--- src/rtl/dist_sequencer.sv ---
// Control sequencer for a register-file/ALU distance datapath: loads two vectors, clears the accumulator, runs SUB/ACC per element, then reads out.
// Optional Abort input is compiled in with the DIST_SEQ_ABORT_EN macro.
module dist_sequencer #(
    parameter int num_bit_of_data   = 8,
    parameter int num_bit_of_column = 4
) (
    input  logic                         CLK,
    input  logic                         RST_n,
    input  logic                         Start,
    input  logic                         Mode,
    input  logic [num_bit_of_column-1:0] Length,
    input  logic                         In_valid,
`ifdef DIST_SEQ_ABORT_EN
    input  logic                         Abort,
`endif
    output logic                         In_ready,
    output logic                         Write_en,
    output logic                         Mux_in,
    output logic [num_bit_of_column-1:0] Addr_in,
    output logic [num_bit_of_column-1:0] Addr_out1,
    output logic [num_bit_of_column-1:0] Addr_out2,
    output logic [1:0]                   Opcode,
    output logic                         Out_enable,
    output logic                         Busy,
    output logic                         Done,
    output logic [num_bit_of_data-1:0]   Distance
);

    localparam int CW = num_bit_of_column;
    localparam int DW = num_bit_of_data;

    localparam logic [CW-1:0] ONE      = CW'(1);
    localparam logic [CW-1:0] ADDR_ACC = '1;
    localparam logic [CW-1:0] ADDR_TMP = ADDR_ACC - ONE;
    localparam logic [CW-1:0] HALF     = CW'(1) << (CW - 1);
    localparam logic [CW-1:0] LEN_MAX  = HALF - CW'(2);

    localparam logic [1:0] OP_ADD  = 2'b00;
    localparam logic [1:0] OP_SUB  = 2'b01;
    localparam logic [1:0] OP_ABS  = 2'b10;
    localparam logic [1:0] OP_PASS = 2'b11;

    typedef enum logic [2:0] {
        S_IDLE = 3'd0,
        S_LOAD = 3'd1,
        S_CLR  = 3'd2,
        S_SUB  = 3'd3,
        S_ACC  = 3'd4,
        S_OUT  = 3'd5
    } state_t;

    state_t        state, next_state;
    logic          mode_q;
    logic [CW-1:0] len_q;
    logic [CW-1:0] cnt;
    logic [CW-1:0] idx;
    logic [CW-1:0] len_clamped;
    logic [CW-1:0] last_load;
    logic          abort_hit;

`ifdef DIST_SEQ_ABORT_EN
    assign abort_hit = Abort && (state != S_IDLE);
`else
    assign abort_hit = 1'b0;
`endif

    // The top two register-file rows hold the accumulator and the per-element difference.
    assign len_clamped = (Length > LEN_MAX) ? LEN_MAX : Length;
    assign last_load   = (len_q << 1) - ONE;

    always_ff @(posedge CLK or negedge RST_n) begin
        if (!RST_n) begin
            state <= S_IDLE;
        end else begin
            state <= next_state;
        end
    end

    always_comb begin
        next_state = state;
        case (state)
            S_IDLE: if (Start) next_state = (len_clamped == '0) ? S_CLR : S_LOAD;
            S_LOAD: if (In_valid && (cnt == last_load)) next_state = S_CLR;
            S_CLR:  next_state = (len_q == '0) ? S_OUT : S_SUB;
            S_SUB:  next_state = S_ACC;
            S_ACC:  next_state = (idx == len_q - ONE) ? S_OUT : S_SUB;
            S_OUT:  next_state = S_IDLE;
            default: next_state = S_IDLE;
        endcase
        if (abort_hit) next_state = S_IDLE;
    end

    always_ff @(posedge CLK or negedge RST_n) begin
        if (!RST_n) begin
            mode_q   <= 1'b0;
            len_q    <= '0;
            cnt      <= '0;
            idx      <= '0;
            Distance <= '0;
        end else begin
            case (state)
                S_IDLE: begin
                    if (Start) begin
                        mode_q <= Mode;
                        len_q  <= len_clamped;
                        cnt    <= '0;
                        idx    <= '0;
                    end
                end
                S_LOAD: if (In_valid) cnt <= cnt + ONE;
                S_ACC:  idx <= idx + ONE;
                default: ;
            endcase
            // Loaded on entry to OUT so the count is valid in the same cycle as Done.
            if (next_state == S_OUT) Distance <= DW'(len_q);
        end
    end

    always_comb begin
        In_ready   = 1'b0;
        Write_en   = 1'b0;
        Mux_in     = 1'b0;
        Addr_in    = '0;
        Addr_out1  = '0;
        Addr_out2  = '0;
        Opcode     = OP_PASS;
        Out_enable = 1'b0;
        Done       = 1'b0;
        Busy       = (state != S_IDLE);
        case (state)
            S_LOAD: begin
                In_ready = 1'b1;
                Write_en = In_valid;
                Addr_in  = (cnt < len_q) ? cnt : HALF + (cnt - len_q);
            end
            S_CLR: begin
                Opcode    = OP_SUB;
                Addr_out1 = ADDR_ACC;
                Addr_out2 = ADDR_ACC;
                Write_en  = 1'b1;
                Mux_in    = 1'b1;
                Addr_in   = ADDR_ACC;
            end
            S_SUB: begin
                Opcode    = mode_q ? OP_SUB : OP_ABS;
                Addr_out1 = idx;
                Addr_out2 = HALF + idx;
                Write_en  = 1'b1;
                Mux_in    = 1'b1;
                Addr_in   = ADDR_TMP;
            end
            S_ACC: begin
                Opcode    = OP_ADD;
                Addr_out1 = ADDR_ACC;
                Addr_out2 = ADDR_TMP;
                Write_en  = 1'b1;
                Mux_in    = 1'b1;
                Addr_in   = ADDR_ACC;
            end
            S_OUT: begin
                Opcode     = OP_PASS;
                Addr_out1  = ADDR_ACC;
                Out_enable = 1'b1;
                Done       = 1'b1;
            end
            default: ;
        endcase
    end

endmodule

--- config.mk ---
export PLATFORM = sky130hd
export DESIGN_NAME = dist_sequencer
export DESIGN_NICKNAME = d
export VERILOG_FILES = /design/src/rtl/dist_sequencer.sv
export SDC_FILE = /design/constraint.sdc
export NUM_CORES = 1
export LEC_CHECK = 0
export ABC_AREA = 0
export CORE_MARGIN = 1.5
export CORE_UTILIZATION = 45
export DETAILED_ROUTE_END_ITERATION = 6
export GPL_ROUTABILITY_DRIVEN = 0
export HOLD_SLACK_MARGIN = 0.12
export PLACE_DENSITY = 0.72
export SLEW_MARGIN = 20
export SYNTH_ARGS = -nofsm -noshare
export SYNTH_HDL_FRONTEND = slang
export SYNTH_SLANG_ARGS = --single-unit
--- constraint.sdc ---
create_clock -name CLK -period 2.4 [get_ports CLK]
set_input_delay 0.36 -clock CLK [delete_from_list [all_inputs] [get_ports CLK]]
set_output_delay 0.36 -clock CLK [all_outputs]
set_load 0.01 [all_outputs]
Yosys cells after proc, flatten, opt, wreduce, memory -nomap -nowiden
Index checks and enable logic that the tools add are counted.
- register bits after elaboration: 20
- output and inout bits: 28
- logic and storage cells: 59
- add/sub/neg operators: 7
- magnitude comparators: 2
- equality and inequality tests: 10
- muxes and demuxes: 21
- reductions and logical operators: 13
- operators with widths (operator ; number):
    one-hot mux 4 bit (2 select lines) ; 3
    one-hot mux 4 bit (3 select lines) ; 2
    2-to-1 mux 4 bit ; 4
    one-hot mux 3 bit (5 select lines) ; 1
    2-to-1 mux 3 bit ; 4
    equality test 3 bit, second input constant ; 3
    adder 4 x 1 -> 4 bit, second input constant ; 2
    adder 4 bit, first input constant ; 2
    equality test 4 bit ; 2
    logical NOT 4 bit ; 2
    subtractor 4 x 1 -> 4 bit, second input constant ; 2
    equality test 3 x 2 -> 1 bit, second input constant ; 2
    one-hot mux 2 bit (3 select lines) ; 1
    OR reduction 3 bit ; 2
    greater-than comparator 4 x 3 -> 1 bit, second input constant ; 1
    less-than comparator 4 bit ; 1
    2-to-1 mux 2 bit ; 2
    inequality test 2 bit, second input constant ; 2
    AND reduction 2 bit ; 2
    nonzero test 2 bit ; 2
    subtractor 4 bit ; 1
    equality test 3 x 1 -> 1 bit, second input constant ; 1
    logical NOT 3 bit ; 1
    2-to-1 mux 1 bit ; 3
    5 further kinds ; 5

Logic depth before layout (Yosys ltp)
Gate-level depths: netlist of run 1.
- word-level depth: 7
- depth in mapped cells: 9
- depth with buffers taken out: 9

Worst setup path before layout of run 1
Ideal clock, no wire load.
- path type: flip-flop to output port
- start: register len_q[2]
- end: output Addr_in[1]
- arrival: 1.794 ns
- required time: 2.040 ns
- slack: 0.246 ns
- stages on the path, launching flop included: 7
- cell sequence: dfrtp_1 > inv_1 > ha_1 > fa_1 > a31oi_1 > mux2i_1 > o21ai_0
- longest elaborated chain between the ends: 3
- ends and longest elaborated chain (what ; RTL line ; text):
    from (decl) ; 54 ; logic [CW-1:0] len_q;
    from (signal assigned) ; 105 ; len_q <= len_clamped;
    less-than comparator 4 bit ; 134 ; Addr_in = (cnt < len_q) ? cnt : HALF + (cnt - len_q);
    2-to-1 mux 4 bit ; 134 ;
    one-hot mux 4 bit (3 select lines) ; 130 ; case (state)
    to (decl) ; 19 ; output logic [num_bit_of_column-1:0] Addr_in,
Every way passes these cells.

Worst setup path in the final report of run 1
- start: register cnt[2]
- end: output Addr_in[3]
- longest elaborated chain between the ends: 4
- ends and longest elaborated chain (what ; RTL line ; text):
    from (decl) ; 55 ; logic [CW-1:0] cnt;
    from (signal assigned) ; 110 ; S_LOAD: if (In_valid) cnt <= cnt + ONE;
    subtractor 4 bit ; 134 ;
    adder 4 bit ; 134 ;
    2-to-1 mux 4 bit * ; 134 ;
    one-hot mux 4 bit (3 select lines) * ; 130 ;
Every way passes the cells marked *; elsewhere a longest branch is shown, timed or not.

==> summary.txt, run 1 <==
status: finished with violations
failing checks: setup timing
R2R Setup Slk: 190 ps
dpl cells: 254
final clock skew: 1.74 ps
DR vias: 1,366
share of post-route cells with drive strength above 1: 0.251
Total Routed Length: 3.72 mm
final cell count without fillers: 263
Nets: 241
setup ws final: -63.8 ps
TritonCTS buffer count: 3
CTS clk-pin slew, worst paths: 120 ps
area delta synth->final: 39.5%
Seq cells post-synth: 20
Seq/Total Area, Yosys: 0.339
CP Class: reg2out
Clock Latency Late Sink: 310 ps
CTS Sinks: 20
IO Count: 37
worst r2r src: len_q[0]
first-pass GRT wire length: 6.24 mm
DRT Pass-1 Iters: 4
peak per-stage delay on the critical path: 450 ps
# rows: 20
synthesized instance count: 166
Period Utilization, post-route: 1.03
Core ar.: 0.00308 sq mm
Synth warnings: 0
max-cap violation count: 0
CP required: 2040 ps
pwr dens: 1290 mW/mm^2
crit path capture type: output pin
drt wl/cell: 14.1 um
hold-fix buffer count after cts: 0
die extent in y: 60.3 um
CTS tree: done
R2R Path End: Distance[0]
initial antenna violation count: 0
fillers: 267
Final ANT Viol Nets: 0
Peak Freq: 406 MHz
most common cell after layout, fill and taps aside: clkdlybuf4s50_1
Root Buffer: clkbuf_4
area occupied by multi-input gates: 925 sq um
type of the worst min-delay path: in2async
Post-Syn Area: 0.00148 sq mm
Largest delay share family, worst path: adder cells
ant diodes: 0
die width: 60.3 um
R2R depth: 8
1st-iter DRT viols: 52
max-slew violation count: 0
Total GRT Usage: 0.231
Slowest-stage cell, CP: dfrtp_1
pin count of the biggest net entering global routing: 21
Leak: 0.984 nW
number of H-tree levels: 1
vias in the first global route: 1,392
RSZ-0062 raised after global routing: yes
ordered list of cells on the worst path: ha_4, fa_2, a31oi_1, buf_4, buf_6, mux2i_1, o21ai_1, buf_2
Max Fanout on Critical Path: 3
crit start category: flip-flop
worst vdd ir: 0.814 mV
WHS: 373 ps
endpoints failing setup: 3
post-DP HPWL: 2.93 mm
Clock Path Buffers: 2
final hold vios: 0
fin crit period: 2460 ps
Critical Path AT: 2100 ps
grt ovf: 0
Die Area: 0.00364 sq mm
most frequent cells in the layout: clkdlybuf4s50_1 (27), buf_4 (20), nor2_1 (19), o21ai_0 (19), dfrtp_1 (18)
Initial Utilization: 0.480
DRC: 0
CP Buf/Inv Count: 3
Cell variety after synth: 41
DR vias/cell: 5.19
Post-Syn Area per Cell: 8.90 sq um
sequential cell area: 503 sq um
input/output buffers: 32
per-layer routing:
layer  wire (um)  global-route usage  vias to the layer above  share of wire
li1            -                   -                      659              -
met1        1560               0.299                      652           0.42
met2        1900               0.391                       51           0.51
met3         213              0.0281                        4          0.057
met4          47              0.0921                        0          0.013
met5           0                   0                        -              0
how the worst max path moves through the flow:
stage	cells after the start	to	from
2_1_floorplan	6	Addr_in[1]	len_q[2]
3_3_place_gp	9	Addr_in[3]	len_q[1]
3_5_place_dp	9	Addr_in[3]	len_q[1]
4_1_cts	8	Addr_in[3]	cnt[2]
5_1_grt	8	Addr_in[3]	cnt[2]
6_report	8	Addr_in[3]	cnt[2]
area by class of cell:
cell class	count	area share
repair buffers	53	0.225
flip-flops and latches	20	0.244
inverters	16	0.0303
clock inverters	1	0.0146
well taps	44	0.0267
multi-input cells	126	0.448
clock buffers	3	0.0109
repair_timing:
item,CTS,global route
endpoints found under the setup margin,4,10
hold endpoints to repair,0,0
pin swaps,2,1
gates resized for setup,29,6
setup buffers,3,2
flip-flops by register name (all words and copies together), names as in the netlist:
register  cells
len_q         4
mode_q        1
cnt           4
Distance      4
state         3
idx           4
synth_stat cells, drive strengths merged:
master / instances / area (sq um)
xnor2: 6 / 52.6
nand2b: 3 / 21.3
ha: 10 / 125
mux2i: 4 / 40.0
o21ai: 21 / 105
a22oi: 2 / 28.8
a21oi: 5 / 28.8
nor2b: 1 / 6.26
o41ai: 1 / 16.3
a22o: 1 / 8.76
and2: 1 / 7.51
or3: 2 / 22.5
conb: 1 / 3.75
nand3: 2 / 10.0
o32ai: 1 / 8.76
nand2: 17 / 63.8
nor2: 21 / 88.8
nand4: 3 / 25.0
dfrtp: 20 / 500
xor2: 6 / 52.6
nand4b: 1 / 8.76
nor3: 1 / 5.00
nor4: 1 / 6.26
mux2: 4 / 45.0
fa: 2 / 40.0
a21o: 1 / 7.51
a31oi: 4 / 25.0
inv: 16 / 62.6
buf: 7 / 53.8
or2b: 1 / 7.51
worst register-to-register path, delay by kind of cell (launching register included):
family          cells  cell delay (ps)
compound gates      1              260
xor+xnor            1              150
fa+ha+maj           1              360
buf+inv             2              250
flops               1              370
mux                 1              360
simple gates        2              370
logic make-up after synthesis:
kind of cell             Yosys count  synth area share
adder cells (fa/ha/maj)           12             0.112
AO/OA/AOI/OAI                     36             0.155
multiplexers                       8            0.0576
XOR/XNOR                          12            0.0711
flip-flops                        20             0.339
buffers and inverters             23            0.0787
other                              1           0.00254
AND/OR/NAND/NOR                   54             0.185
per-stage QoR:
step	area [sq um]	setup TNS, ps	power, mW	util	worst slack (ps)
finish	2060	-178	2.67	0.670	-63.8
global route	2060	-447	2.88	0.670	-147
CTS	2030	-153	2.64	0.660	-60.5
detailed placement	1930	-497	2.27	0.627	-186
global placement	1930	-217	2.20	0.627	-91.9
floorplan	1490	0	1.54	-	246
where the power goes:
group	switching (mW)	internal (mW)	total, mW
Clock	0.114	0.169	0.283
Sequential	0.0906	0.445	0.536
Combinational	0.919	0.929	1.85
Total	1.12	1.54	2.67
(Power assumes the default switching activity.)
==> run 2: changes to the inputs <==
CAP_MARGIN = 25   (was not set)
CORE_ASPECT_RATIO = 1.75   (was not set)
==> summary.txt, run 2 (same netlist as run 1, synthesis figures left out) <==
status: finished with violations
failing checks: setup timing
Peak Freq: 411 MHz
Final ANT Viol Nets: 0
die extent in y: 78.8 um
drt wl/cell: 14.7 um
crit start category: flip-flop
Total Routed Length: 3.82 mm
Critical Path AT: 2080 ps
Nets: 239
Slowest-stage cell, CP: fa_2
hold-fix buffer count after cts: 0
DR vias/cell: 5.30
Clock Latency Late Sink: 260 ps
type of the worst min-delay path: in2async
ant diodes: 0
Clock Path Buffers: 2
worst slack, placed: -196 ps
input/output buffers: 32
CP Class: reg2out
CTS tree: done
pin count of the biggest net entering global routing: 21
Post-DP Area: 0.00194 sq mm
share of post-route cells with drive strength above 1: 0.235
Core ar.: 0.00314 sq mm
max-slew violation count: 0
DRT Pass-1 Iters: 4
# rows: 27
Tot Pwr: 2.76 mW
TritonCTS buffer count: 3
CP required: 2040 ps
peak per-stage delay on the critical path: 510 ps
endpoints failing setup: 1
dpl cells: 255
CTS clk-pin slew, worst paths: 80 ps
Leak: 0.965 nW
first-pass GRT wire length: 6.23 mm
final core occ: 0.658
pwr dens: 1340 mW/mm^2
Initial Utilization: 0.470
worst vdd ir: 0.846 mV
most frequent cells in the layout: clkdlybuf4s50_1 (28), dfrtp_1 (20), nor2_1 (18), o21ai_0 (18), buf_4 (18)
fin crit period: 2440 ps
Max Fanout on Critical Path: 2
Period Utilization, post-route: 1.01
ordered list of cells on the worst path: inv_2, ha_4, ha_4, inv_2, fa_2, inv_1, mux2i_1, o21ai_1, buf_2
max-cap violation count: 0
1st-iter DRT viols: 21
die width: 46.3 um
Finished Cell Area: 0.00207 sq mm
area delta synth->final: 39.9%
RSZ-0062 raised after global routing: yes
DR vias: 1,378
IO Count: 37
vias in the first global route: 1,382
number of H-tree levels: 1
Root Buffer: clkbuf_8
setup ws final: -35.4 ps
post-DP HPWL: 2.85 mm
final cell count without fillers: 260
final clock skew: 3.46 ps
Setup TNS: -35.4 ps
CTS Sinks: 20
initial antenna violation count: 0
final hold vios: 0
grt ovf: 0
Die Area: 0.00365 sq mm
crit path capture type: output pin
most common cell after layout, fill and taps aside: clkdlybuf4s50_1
DRC: 0
Total GRT Usage: 0.226
WHS: 438 ps
run 2: power by group:
part	internal (mW)	switching (mW)	total [mW]	leakage [nW]
combinational	0.928	0.949	1.88	0.669
sequential	0.444	0.0961	0.540	0.260
clock	0.223	0.120	0.343	0.0357
total	1.59	1.17	2.76	0.965
run 2: layer usage:
| metal | wire length [um] | global-route usage | vias up | share of wire |
|---|---|---|---|---|
| li1 | - | - | 657 | - |
| met3 | 131 | 0.0182 | 11 | 0.034 |
| met4 | 130 | 0.0857 | 0 | 0.034 |
| met5 | 0 | 0 | - | 0 |
| met2 | 2010 | 0.392 | 47 | 0.53 |
| met1 | 1550 | 0.276 | 663 | 0.40 |
run 2: what timing repair did:
action / CTS / global route
cloned: 0 / 0
pin swaps: 3 / 4
gates resized for setup: 26 / 7
endpoints found under the setup margin: 4 / 5
buffers inserted: 0 / 1
run 2: layout make-up:
class                           instances  area [sq um]
Tap cell                               43          53.8
Multi-Input combinational cell        126           932
Inverter                               16          62.6
Sequential cell                        20           500
Timing Repair Buffer                   51           447
Clock buffer                            3          41.3
Fill cell                             271          1070
Clock inverter                          1          30.0
run 2: path summary, 6_finish.rpt:
kind	from	endpoint	slack, ps	depth (start not counted)
worst max-delay path	len_q[1]	Addr_in[2]	-40	9
worst min-delay path	RST_n	idx[0]	440	2
worst max register to register	len_q[0]	Distance[0]	170	8
worst min register to register	Distance[3]	Distance[3]	490	1
max in group asynchronous	RST_n	idx[3]	1750	2
min in group CLK	Distance[3]	Distance[3]	490	1
run 2: worst max-delay path, delay by kind of cell (launching register included):
family | cells | cell delay (ps)
AO/OA/AOI/OAI | 1 | 90
adder cells (fa/ha/maj) | 3 | 930
buffers and inverters | 4 | 300
flip-flops | 1 | 390
multiplexers | 1 | 110
